<file path="src/rtl/button_events.sv">
`default_nettype none
// ============================================================================
// Module      : button_events
// Description : Turns a debounced, clk-synchronous button level into press,
//               release, long-press and auto-repeat one-cycle pulses, plus a
//               registered copy of the level.
// Revision    : 1.0 - initial release
// ============================================================================
// The release and repeat pulses are named release_pulse and repeat_pulse
// because "release" and "repeat" are reserved words in SystemVerilog.
module button_events #(
    parameter int COUNTER_WIDTH = 16,
    parameter int LONG_CYCLES   = 50000,
    parameter int REPEAT_CYCLES = 10000,
    parameter int REPEAT_EN     = 1
) (
    input  logic clk,
    input  logic rst_n,
    input  logic in,
    output logic held,
    output logic press,
    output logic release_pulse,
    output logic long_press,
    output logic repeat_pulse
);

    typedef enum logic [1:0] {
        S_IDLE    = 2'd0,
        S_PRESSED = 2'd1,
        S_LONG    = 2'd2
    } state_t;

    // Terminal counts: the threshold pulse is scheduled one cycle before the
    // distance elapses, so it lands exactly LONG/REPEAT_CYCLES after the
    // previous event pulse.
    localparam logic [COUNTER_WIDTH-1:0] c_long_last   = COUNTER_WIDTH'(LONG_CYCLES - 1);
    localparam logic [COUNTER_WIDTH-1:0] c_repeat_last = COUNTER_WIDTH'(REPEAT_CYCLES - 1);
    localparam logic [COUNTER_WIDTH-1:0] c_one         = COUNTER_WIDTH'(1);
    localparam logic                     c_repeat_en   = (REPEAT_EN != 0);

    state_t                   r_state;
    state_t                   w_state_nxt;
    logic [COUNTER_WIDTH-1:0] r_count;
    logic [COUNTER_WIDTH-1:0] w_count_nxt;
    logic                     r_held;
    logic                     r_press;
    logic                     r_release;
    logic                     r_long;
    logic                     r_repeat;
    logic                     w_press_nxt;
    logic                     w_release_nxt;
    logic                     w_long_nxt;
    logic                     w_repeat_nxt;
    logic                     w_rise;
    logic                     w_fall;

    // Edges are judged against the registered level, so held and the edge
    // detector can never disagree.
    assign w_rise = in & ~r_held;
    assign w_fall = ~in & r_held;

    // State, counter and all outputs registered; reset clears everything at once.
    always_ff @(posedge clk or negedge rst_n) begin
        if (!rst_n) begin
            r_state   <= S_IDLE;
            r_count   <= '0;
            r_held    <= 1'b0;
            r_press   <= 1'b0;
            r_release <= 1'b0;
            r_long    <= 1'b0;
            r_repeat  <= 1'b0;
        end else begin
            r_state   <= w_state_nxt;
            r_count   <= w_count_nxt;
            r_held    <= in;
            r_press   <= w_press_nxt;
            r_release <= w_release_nxt;
            r_long    <= w_long_nxt;
            r_repeat  <= w_repeat_nxt;
        end
    end

    // Next-state and next-pulse logic; a falling edge always beats a threshold.
    always_comb begin
        w_state_nxt   = r_state;
        w_count_nxt   = r_count;
        w_press_nxt   = 1'b0;
        w_release_nxt = 1'b0;
        w_long_nxt    = 1'b0;
        w_repeat_nxt  = 1'b0;
        case (r_state)
            S_IDLE: begin
                if (w_rise) begin
                    w_press_nxt = 1'b1;
                    w_state_nxt = S_PRESSED;
                    w_count_nxt = '0;
                end
            end
            S_PRESSED: begin
                if (w_fall) begin
                    w_release_nxt = 1'b1;
                    w_state_nxt   = S_IDLE;
                    w_count_nxt   = '0;
                end else if (in) begin
                    if (r_count == c_long_last) begin
                        w_long_nxt  = 1'b1;
                        w_state_nxt = S_LONG;
                        w_count_nxt = '0;
                    end else begin
                        w_count_nxt = r_count + c_one;
                    end
                end
            end
            S_LONG: begin
                if (w_fall) begin
                    w_release_nxt = 1'b1;
                    w_state_nxt   = S_IDLE;
                    w_count_nxt   = '0;
                end else if (in && c_repeat_en) begin
                    if (r_count == c_repeat_last) begin
                        w_repeat_nxt = 1'b1;
                        w_count_nxt  = '0;
                    end else begin
                        w_count_nxt = r_count + c_one;
                    end
                end
            end
            default: begin
                w_state_nxt = S_IDLE;
                w_count_nxt = '0;
            end
        endcase
    end

    assign held          = r_held;
    assign press         = r_press;
    assign release_pulse = r_release;
    assign long_press    = r_long;
    assign repeat_pulse  = r_repeat;

endmodule
`default_nettype wire
</file>
<file path="config.mk">
export PLATFORM = sky130hd
export DESIGN_NAME = button_events
export DESIGN_NICKNAME = d
export VERILOG_FILES = /design/src/rtl/button_events.sv
export SDC_FILE = /design/constraint.sdc
export NUM_CORES = 1
export LEC_CHECK = 0
export BUFFER_PORTS_ARGS = -buffer_cell sky130_fd_sc_hd__buf_2
export CORE_MARGIN = 4
export CORE_UTILIZATION = 35
export DETAILED_ROUTE_END_ITERATION = 12
export GPL_TIMING_DRIVEN = 0
export PLACE_DENSITY_LB_ADDON = 0.05
export SYNTH_ARGS = -nofsm -noshare
export SYNTH_HDL_FRONTEND = slang
export SYNTH_SLANG_ARGS = --single-unit
</file>
<file path="constraint.sdc">
create_clock -name clk -period 3.96 [get_ports clk]
set_clock_uncertainty 0.15 [all_clocks]
set_input_delay 0 -clock clk [delete_from_list [all_inputs] [get_ports clk]]
set_output_delay 0 -clock clk [all_outputs]
set_load 0.01 [all_outputs]
</file>
# Yosys cells after proc, flatten, opt, wreduce, memory -nomap -nowiden

Index checks and enable logic that the tools add are counted.

Bits in registers: 23
Word-level logic and storage cells: 51
Bits of input ports: 3
Output and inout port bits: 5

Eq/ne operators: 9
Bitwise logic cells: 4
Add/sub/neg operators: 1
Multiplexer cells: 26
Reductions and logical operators: 4

Operators with widths:

| kind                  | number |
|---|---|
| $mux 16               | 7 |
| $pmux 16 s3           | 1 |
| $add 16x1->16 const B | 1 |
| $eq 16x14->1 const B  | 1 |
| $eq 16x16->1 const B  | 1 |
| $mux 1                | 12 |
| $mux 2                | 5 |
| $ne 3x3->1 const B    | 3 |
| $pmux 2 s3            | 1 |
| $ne 2x2->1 const B    | 2 |
| $reduce_and 4->1      | 1 |
| $reduce_and 3->1      | 1 |
| $and 1x1->1           | 2 |
| $eq 2x1->1 const B    | 1 |
| $eq 2x2->1 const B    | 1 |
| $logic_not 2->1       | 1 |
| $not 1->1             | 2 |
| $reduce_or 2->1       | 1 |

# Longest topological paths before layout

Gate-level depths: netlist of the first run.

Word-level depth: 5
Mapped depth: 8
Mapped depth without buffers: 7

# Least setup slack after synthesis of the first run

No wires, ideal clock.

Path kind: reg-to-reg
Start: register r_count[0]
End: register r_count[5]
Slack: 1806 ps
Arrival time: 1903 ps
Cell stages (with the launch flop): 8
Clock period less this slack: 2154 ps
Path buffers: 1
Required time: 3709 ps
Path through: dfrtp_1 > ha_1 > and3_1 > and4_4 > o32a_1 > buf_6 > or2_4 > o311ai_2

Cells in the longest elaborated chain, start to end: 5
Elaborated cells on any way between the ends: 10
Classes of those cells: add/sub: 1; eq/ne: 2; mux: 7

Ends and longest elaborated chain:

| what                                  | RTL line | RTL |
|---|---|---|
| from (decl)                           | 43       | `logic [COUNTER_WIDTH-1:0] r_count;` |
| from (signal assigned)                | 74       | `r_count <= w_count_nxt;` |
| $add 16x1->16 (tied with other cells) | 110, 124 |  |
| $mux 16 (on tied branches)            | 120, 105 |  |
| $mux 16 (on tied branches)            | 119, 104 |  |
| $mux 16 (on tied branches)            | 115, 100 |  |
| $pmux 16 s3 (*)                       | 91       | `case (r_state)` |

Every way passes the cells marked *; elsewhere a longest branch is shown, timed or not. The select of a mux whose other input is x is not followed.
A chain may end at the register's enable or synchronous reset.

# Worst setup path after layout of the first run

Start: register r_state[0]
End: register r_count[8]

Cells in the longest elaborated chain, start to end: 3
Elaborated cells on any way between the ends: 8
Classes of those cells: eq/ne: 5; mux: 1; reduce/logical: 2

Ends and longest elaborated chain:

| what                                               | RTL line | RTL |
|---|---|---|
| from (decl)                                        | 41       | `state_t r_state;` |
| from (signal assigned)                             | 73       | `r_state <= w_state_nxt;` |
| $eq 2x2->1 (tied with other cells)                 | 91       |  |
| $ne 3x3->1 (no line) or $ne 2x2->1 (tied branches) | --       |  |
| $reduce_and 3->1 (no line)                         | --       |  |

Several ways; a longest one is shown, not always the timed one.

==> flow_summary.ini, run 1 <==
[setup_path]
start_kind = flip-flop
cp.required_ps = 4030
slowest_stage = o21ai_0
path_delay_family = compound AO/OA/AOI/OAI gates
end_kind = flip-flop
critPathKind = reg -> reg
max_stage_delay_ps = 490
worstPathCellList = inv_1 -> ha_1 -> o21ba_2 -> o21ai_0 -> clkbuf_1 -> o21ai_0 -> a22o_1
critPathBufInv = 2
crit_fanout = 10
cp_common_cell = o21ai_0
arrival_ps = 2610

[die]
die_h_microns = 68.1
ios = 8
start_util_pct = 37.0
dieArea_sq_um = 4640
dieWidth_microns = 68.1
core_sq_um = 3420
num_rows = 21

[yosys]
synth_cell_types = 34
yosysWarnings = 0
synth_xor_area_share_pct = 4.15
syn_area_per_cell_sq_um = 9.73
synth_area_sq_um = 1260
synthAdderAreaFrac_pct = 3.96
synth_top_family_by_area = simple AND/OR/NAND/NOR gates
synth-simple-area-share_pct = 29.2
synth_compound_area_share_pct = 13.7
yosysSeqAreaShare_pct = 45.5
yosysTopAreaCellShare_pct = 45.5
synthesis.nets = 137
syn_inst = 130
yosys.area.top_type = dfrtp_1
ys_seq_elements = 23
synth_area_leaders = dfrtp_1 45%, nor2_1 4.2%, xor2_1 4.2%
synth_mux_area_share_pct = 0.791

[clock_network]
cts_sinks = 23
cts_root_buffer = clkbuf_4
cts_buffer_depth = 2
clock_latency_ps = 310
post_cts_buffers = 0
cts_tree = built
cts-htree-levels = 1
cts_buffers = 3
clk_pin_slew_ps = 120

[drt]
num_vias = 1035
drtAntennaViolNets = 0
drt_wl_total_mm = 2.65
detail_route.wl_per_cell_microns = 14.0
drc = 0
drt-initial-drc-count = 52
firstDrtPassIters = 5
viasPerCell = 5.48

[timing]
final.setup.tns_ps = 0
relSlewSlack_pct = 59.0
holdWs_ps = 23.8
max_clock_freq_mhz = 393
finalSetupViolCount = 0
worstMarginPinSlew_ps = 608
fin_crit_sh_pct = 64.2
rsz0062_at_grt = false
final_max_slew_viol_count = 0
hold_viol_final = 0
period_minus_slack_ps = 2540

[placement]
dp_hpwl_mm = 1.96
placed_cells = 183
placed_area_sq_um = 1360
place_congestion = 0.759
io_buffers = 7

[global_routing]
grt_use_met3_pct = 3.94
top_usage_layer = met2
antenna_found_initial = 0
grt_use_met1_pct = 16.9
grt_pass1_wl_mm = 4.41
grt-ovfl-total = 0
met2_usage_pct = 20.2
grt_pass1_vias = 924
grt_max_degree = 24
grt_usage_pct = 12.7

[cells_and_area]
num_antenna_cells = 0
fillers = 347
layout-drive-gt1-share_pct = 11.2
fin_cells = 189
fin_nets = 151
stdcell_area_sq_um = 1400
area_growth_pct = 11.0

[power]
p_per_area_nw_per_um2 = 403
finalPower_mw = 0.565
p_leak_nw = 0.649
peakVddDrop_uv = 125

[flow_run]
maxCapViolCount = 0

[hold_path]
min_path_type = in -> async

[run_status]
outcome = completed
layer usage:
metal | vias to the layer above | wire [microns]
met5 | - | 0
met4 | 0 | 40
met3 | 6 | 117
met2 | 25 | 1130
met1 | 504 | 1360
li1 | 500 | -
what timing repair did:
| action | in CTS | in global routing |
|---|---|---|
| gates resized for setup | 0 | 0 |
| hold buffers | 2 | 0 |
| endpoints found under the hold margin | 28 | 0 |
through the flow:
| stage | utilization, % | worst slack (ps) |
|---|---|---|
| after global routing | 41.1 | 1210 |
| after detailed placement | 39.7 | 1470 |
| after CTS | 41.1 | 1470 |
| after global placement | 39.7 | 1470 |
| final | 41.1 | 1420 |
| after floorplan | - | 1810 |
flip-flops by register name, summed over array words and instances, names as in the netlist:
signal and flops:
repeat_pulse 1, release_pulse 1, press 1, long_press 1, r_count 16, r_state 2
held 1
cells in the final DEF (no fill, tap or decap), drive strengths merged:
master	synthesis	layout
nand2	7	7
a22o	5	5
nand4	4	4
nor2b	4	4
o2bb2ai	1	1
o21ai	10	10
nor4bb	1	1
ha	4	4
nor3	1	1
and4bb	1	1
dfrtp	23	23
inv	4	4
mux2i	1	1
and4	4	4
o22ai	1	1
a31oi	1	1
o311ai	1	1
a21oi	3	3
and3	7	7
nor2	14	14
xor2	6	6
nand2b	3	3
o32a	1	1
buf	1	8
nor4	4	4
nand3b	1	1
dlygate4sd3	0	2
nand3	9	9
or2	1	1
o21ba	1	1
o21a	1	1
clkbuf	2	6
and2	2	2
and4b	1	1
synthesized netlist by cell type:
| cell type | number |
|---|---|
| nand2b_1 | 3 |
| and2_1 | 2 |
| o21ba_2 | 1 |
| clkbuf_1 | 2 |
| a31oi_1 | 1 |
| inv_1 | 4 |
| or2_4 | 1 |
| nor4_1 | 4 |
| mux2i_1 | 1 |
| nor2_1 | 14 |
| nor3_1 | 1 |
| o2bb2ai_1 | 1 |
| o32a_1 | 1 |
| and4_1 | 3 |
| and4bb_4 | 1 |
| ha_1 | 4 |
| dfrtp_1 | 23 |
| o21a_1 | 1 |
| a21oi_1 | 3 |
| a22o_1 | 5 |
| nand4_1 | 4 |
| o21ai_0 | 10 |
| o311ai_2 | 1 |
| nor4bb_1 | 1 |
| nor2b_1 | 4 |
| nand2_1 | 7 |
| and4_4 | 1 |
| buf_6 | 1 |
| and3_1 | 7 |
| nand3b_1 | 1 |
| and4b_1 | 1 |
| o22ai_1 | 1 |
| xor2_1 | 6 |
| nand3_1 | 9 |
path summary, 6_finish.rpt:
check | from | end | slack [ps] | cells past startpoint
worst max-delay path | r_state[0] | r_count[8] | 1420 | 7
worst min-delay path | rst_n | r_state[0] | 20 | 2
worst max register to register | r_state[0] | r_count[8] | 1420 | 7
worst min register to register | r_count[1] | r_count[1] | 410 | 2
max in group asynchronous | rst_n | r_count[10] | 3290 | 2
min in group clk | in | held | 240 | 2
logic make-up (layout without fill, tap and decap cells):
family | Yosys count | in the layout
AO/OA/AOI/OAI | 25 | 25
flip-flops | 23 | 23
AND/OR/NAND/NOR | 64 | 64
XOR/XNOR | 6 | 6
buffers and inverters | 7 | 20
multiplexers | 1 | 1
adder cells (fa/ha/maj) | 4 | 4
final cells by class:
| class | count | area (sq um) | area share, % |
|---|---|---|---|
| inverter | 4 | 15.0 | 1.07 |
| tap | 46 | 57.6 | 4.10 |
| buffer | 3 | 18.8 | 1.34 |
| sequential | 23 | 576 | 41.0 |
| timing repair buffer | 9 | 55.1 | 3.92 |
| clock buffer | 4 | 26.3 | 1.87 |
| multi-input combinational | 100 | 656 | 46.7 |
where the power goes:
group,internal [mW],switching [mW]
Combinational,0.0691,0.123
Clock,0.0394,0.0712
Sequential,0.251,0.0116
Total,0.359,0.206
No activity file was read; power rests on OpenSTA's default activity.
==> run 2: changes to the inputs <==
Clock period 3.96 ns to 2.3 ns, I/O delays scaled along.
==> flow_summary.ini, run 2 (synthesized netlist as in run 1, its figures left out) <==
[run_status]
outcome = completed

[timing]
final_max_slew_viol_count = 0
finalSetupViolCount = 0
rsz0062_at_grt = false
period_minus_slack_ps = 2180
worstMarginPinSlew_ps = 518
fin_crit_sh_pct = 94.8
hold_viol_final = 0
relSlewSlack_pct = 65.5
max_clock_freq_mhz = 459
setup_ws_ps = 120

[clock_network]
cts_sinks = 23
clk_pin_slew_ps = 120
cts_root_buffer = clkbuf_4
cts_buffer_depth = 2
clock_latency_ps = 310
cts_tree = built
cts_buffers = 3
cts-htree-levels = 1

[die]
start_util_pct = 37.0
num_rows = 21
core_sq_um = 3420
ios = 8
dieArea_sq_um = 4640
die_h_microns = 68.1
dieWidth_microns = 68.1

[cells_and_area]
fin_nets = 152
final_cell_mix = 23 x dfrtp_1, 13 x nor2_1, 9 x nand3_1, 9 x o21ai_0
mostFrequentLayoutCell = dfrtp_1
largest_reg_flops = 16
stdcell_area_sq_um = 1430
num_antenna_cells = 0
area_growth_pct = 12.8
reg_top3 = r_count (16), r_state (2)
fin_cells = 190
top_register = r_count
postLayoutCoreUtil_pct = 41.8
layout-drive-gt1-share_pct = 15.3

[placement]
dp_hpwl_mm = 1.96
placed_cells = 183
place_congestion = 0.759
dp_slack_ps = -189
io_buffers = 7
placed_area_sq_um = 1360

[hold_path]
min_path_type = in -> async

[drt]
drtAntennaViolNets = 0
detail_route.wl_per_cell_microns = 14.0
drc = 0
firstDrtPassIters = 4
viasPerCell = 5.46
drt_wl_total_mm = 2.67
num_vias = 1037
drt-initial-drc-count = 70

[power]
pwr-share-seq_pct = 44.7
peakVddDrop_uv = 219
p_int_mw = 0.635
power_frac_comb_pct = 36.2
switchingPower_mw = 0.365
p_leak_nw = 0.654
sw_frac_of_total_pct = 36.5
p_per_area_nw_per_um2 = 701
p_clk_share_pct = 19.1

[setup_path]
critPathKind = reg -> reg
slowest_stage = dfrtp_1
critPathBufInv = 1
start_kind = flip-flop
path_delay_family = simple AND/OR/NAND/NOR gates
end_kind = flip-flop
worstPathCellList = ha_2 -> and3_4 -> and4_4 -> o32a_1 -> buf_6 -> or2_4 -> o311ai_2
cp.required_ps = 2380
max_stage_delay_ps = 430
arrival_ps = 2260
crit_fanout = 10

[flow_run]
maxCapViolCount = 0

[global_routing]
grt_pass1_wl_mm = 4.44
grt_max_degree = 24
grt_usage_pct = 12.8
antenna_found_initial = 0
grt_pass1_vias = 927
grt-ovfl-total = 0
[run 2: repair_timing]
item / in CTS / in global routing
hold buffers: 2 / 0
buffers inserted: 1 / 0
setup endpoints to repair: 10 / 9
gates resized for setup: 3 / 4
hold endpoints to repair: 28 / 0
cloned: 0 / 0
pin swaps: 0 / 1
[run 2: cell type report]
class                   count  area, sq um
plain buffers               3         20.0
clock buffers               4         26.3
fillers                   347         1990
inverters                   4         15.0
multi-input cells         100          669
flip-flops and latches     23          576
well taps                  46         57.6
repair buffers             10         62.6
[run 2: layer usage]
| layer | global-route usage, % | part of all wire, % | vias up |
|---|---|---|---|
| li1 | - | - | 504 |
| met1 | 17.2 | 51 | 508 |
| met2 | 20.2 | 44 | 23 |
| met3 | 3.94 | 4.8 | 2 |
| met4 | 2.98 | 0.79 | 0 |
| met5 | 0 | 0 | - |
[run 2: path summary, 6_finish.rpt]
kind	to	slack (ps)	startpoint	cells after the start
hold / removal	r_state[0]	20	rst_n	2
hold reg to reg	r_count[1]	410	r_count[1]	2
setup reg to reg	r_count[5]	120	r_count[1]	7
setup / recovery	r_count[5]	120	r_count[1]	7
max in group asynchronous	r_count[1]	1640	rst_n	2
min in group clk	held	240	in	2
[run 2: power by group through the flow]
stage | clock (mW) | combinational, mW | sequential (mW)
after floorplan | 0 | 0.240 | 0.459
after global placement | 0 | 0.325 | 0.459
after detailed placement | 0 | 0.331 | 0.460
after CTS | 0.202 | 0.358 | 0.447
after global routing | 0.218 | 0.407 | 0.450
final | 0.191 | 0.362 | 0.447
[run 2: per-stage QoR]
| stage | hold slack (ps) | power [mW] | TNS (ps) |
|---|---|---|---|
| after floorplan | -446 | 0.699 | 0 |
| after global placement | -140 | 0.783 | -1120 |
| after detailed placement | -141 | 0.791 | -1090 |
| after CTS | 39.2 | 1.01 | 0 |
| after global routing | 59.4 | 1.08 | 0 |
| final | 24.2 | 0.999 | 0 |
==> run 3: changes to the inputs <==
Settings changed: BUFFER_PORTS_ARGS -buffer_cell sky130_fd_sc_hd__buf_2 to -buffer_cell sky130_fd_sc_hd__buf_4.
==> flow_summary.ini, run 3 (synthesized netlist as in run 1, its figures left out) <==
[placement]
dp_slack_ps = -226
dp_hpwl_mm = 1.96
io_buffers = 7
place_congestion = 0.771
placed_area_sq_um = 1380

[cells_and_area]
top_register = r_count
postLayoutCoreUtil_pct = 43.4
layout-drive-gt1-share_pct = 17.4
fin_nets = 157
area_growth_pct = 17.3
fillers = 359
mostFrequentLayoutCell = dfrtp_1
final_cell_mix = 23 x dfrtp_1, 13 x nor2_1, 12 x buf_4, 9 x nand3_1, 9 x o21ai_0
stdcell_area_sq_um = 1480
reg_top3 = r_count (16), r_state (2)
num_antenna_cells = 0
largest_reg_flops = 16

[timing]
hold_viol_final = 0
relSlewSlack_pct = 28.4
final_max_slew_viol_count = 0
max_clock_freq_mhz = 454
final.setup.tns_ps = 0
setup_ws_ps = 95.2
period_minus_slack_ps = 2200
worstMarginPinSlew_ps = 1070
rsz0062_at_grt = false
finalSetupViolCount = 0
holdWs_ps = 233
fin_crit_sh_pct = 95.9

[setup_path]
cp.required_ps = 2370
max_stage_delay_ps = 410
critPathBufInv = 1
reg2regPathDepth = 7
arrival_ps = 2280
worst-path-stages = 7
worstPathCellList = ha_2 -> and3_4 -> and4_4 -> o32a_1 -> buf_6 -> or2_4 -> o311ai_2
crit_fanout = 6
r2r_start = r_count[0]
startpoint = r_count[0]
slowest_stage = dfrtp_1
end_kind = flip-flop
reg2reg_slack_ps = 100
critPathKind = reg -> reg
crit_end = r_count[5]
reg2reg_to = r_count[5]
start_kind = flip-flop
path_delay_family = compound AO/OA/AOI/OAI gates

[power]
p_per_area_nw_per_um2 = 701
peakVddDrop_uv = 312
p_leak_nw = 0.679

[hold_path]
min_path_type = in -> reg
hold_depth = 2

[flow_run]
maxCapViolCount = 0

[drt]
drtAntennaViolNets = 0
firstDrtPassIters = 4
drt_wl_total_mm = 2.74
drc = 0
detail_route.wl_per_cell_microns = 14.0
num_vias = 1022
viasPerCell = 5.24
drt-initial-drc-count = 34

[die]
core_sq_um = 3420
dieWidth_microns = 68.1
start_util_pct = 37.0
die_h_microns = 68.1
ios = 8
dieArea_sq_um = 4640
num_rows = 21

[clock_network]
cts_root_buffer = clkbuf_4
cts_tree = built
cts-htree-levels = 1
cts_sinks = 23
clk_pin_slew_ps = 130
cts_buffers = 3
cts_buffer_depth = 2
clock_latency_ps = 310

[global_routing]
grt_pass1_vias = 1033
grt_usage_pct = 13.8
antenna_found_initial = 0
grt_pass1_wl_mm = 4.77
grt_max_degree = 24
grt-ovfl-total = 0

[run_status]
outcome = completed
-- run 3: cell types whose count changed in the layout (fill, tap and decap cells not counted) --
| cell | delta |
|---|---|
| buf_4 | +11 |
| buf_2 | -7 |
| dlygate4sd3_1 | +1 |
-- run 3: what timing repair did --
| action | CTS | global route |
|---|---|---|
| hold endpoints to repair | 28 | 0 |
| hold buffers | 3 | 0 |
| endpoints found under the setup margin | 15 | 9 |
| setup buffers | 1 | 4 |
| pin swaps | 0 | 1 |
| cloned | 0 | 0 |
| resized for setup | 2 | 5 |
-- run 3: cell type report --
class | count | area, sq um | share of cell area (%)
tap | 46 | 57.6 | 3.88
buffer | 3 | 20.0 | 1.35
clock buffer | 4 | 26.3 | 1.77
timing repair buffer | 15 | 120 | 8.09
sequential | 23 | 576 | 38.8
inverter | 4 | 15.0 | 1.01
multi-input combinational | 100 | 669 | 45.1
-- run 3: worst min-delay path by stage --
stage,startpoint,endpoint
2_1_floorplan,rst_n,held
3_3_place_gp,rst_n,r_state[0]
3_5_place_dp,rst_n,r_state[0]
4_1_cts,in,held
5_1_grt,in,held
6_report,in,held
-- run 3: per-layer routing --
| layer | part of all wire, % | GRT usage, % | wire length [microns] |
|---|---|---|---|
| met5 | 0 | 0 | 0 |
| met2 | 46 | 22.0 | 1260 |
| met4 | 0.77 | 4.47 | 21 |
| met3 | 3.0 | 3.94 | 81 |
| met1 | 50 | 17.9 | 1380 |
-- run 3: metrics by stage --
step / cells / power (mW)
global route: 195 / 1.13
detailed placement: 183 / 0.794
global placement: 183 / 0.788
CTS: 191 / 1.01
finish: 195 / 1.04
floorplan: 130 / 0.699
-- run 3: power breakdown --
part	switching (mW)	internal, mW
Sequential	0.0155	0.431
Clock	0.121	0.0678
Combinational	0.236	0.169
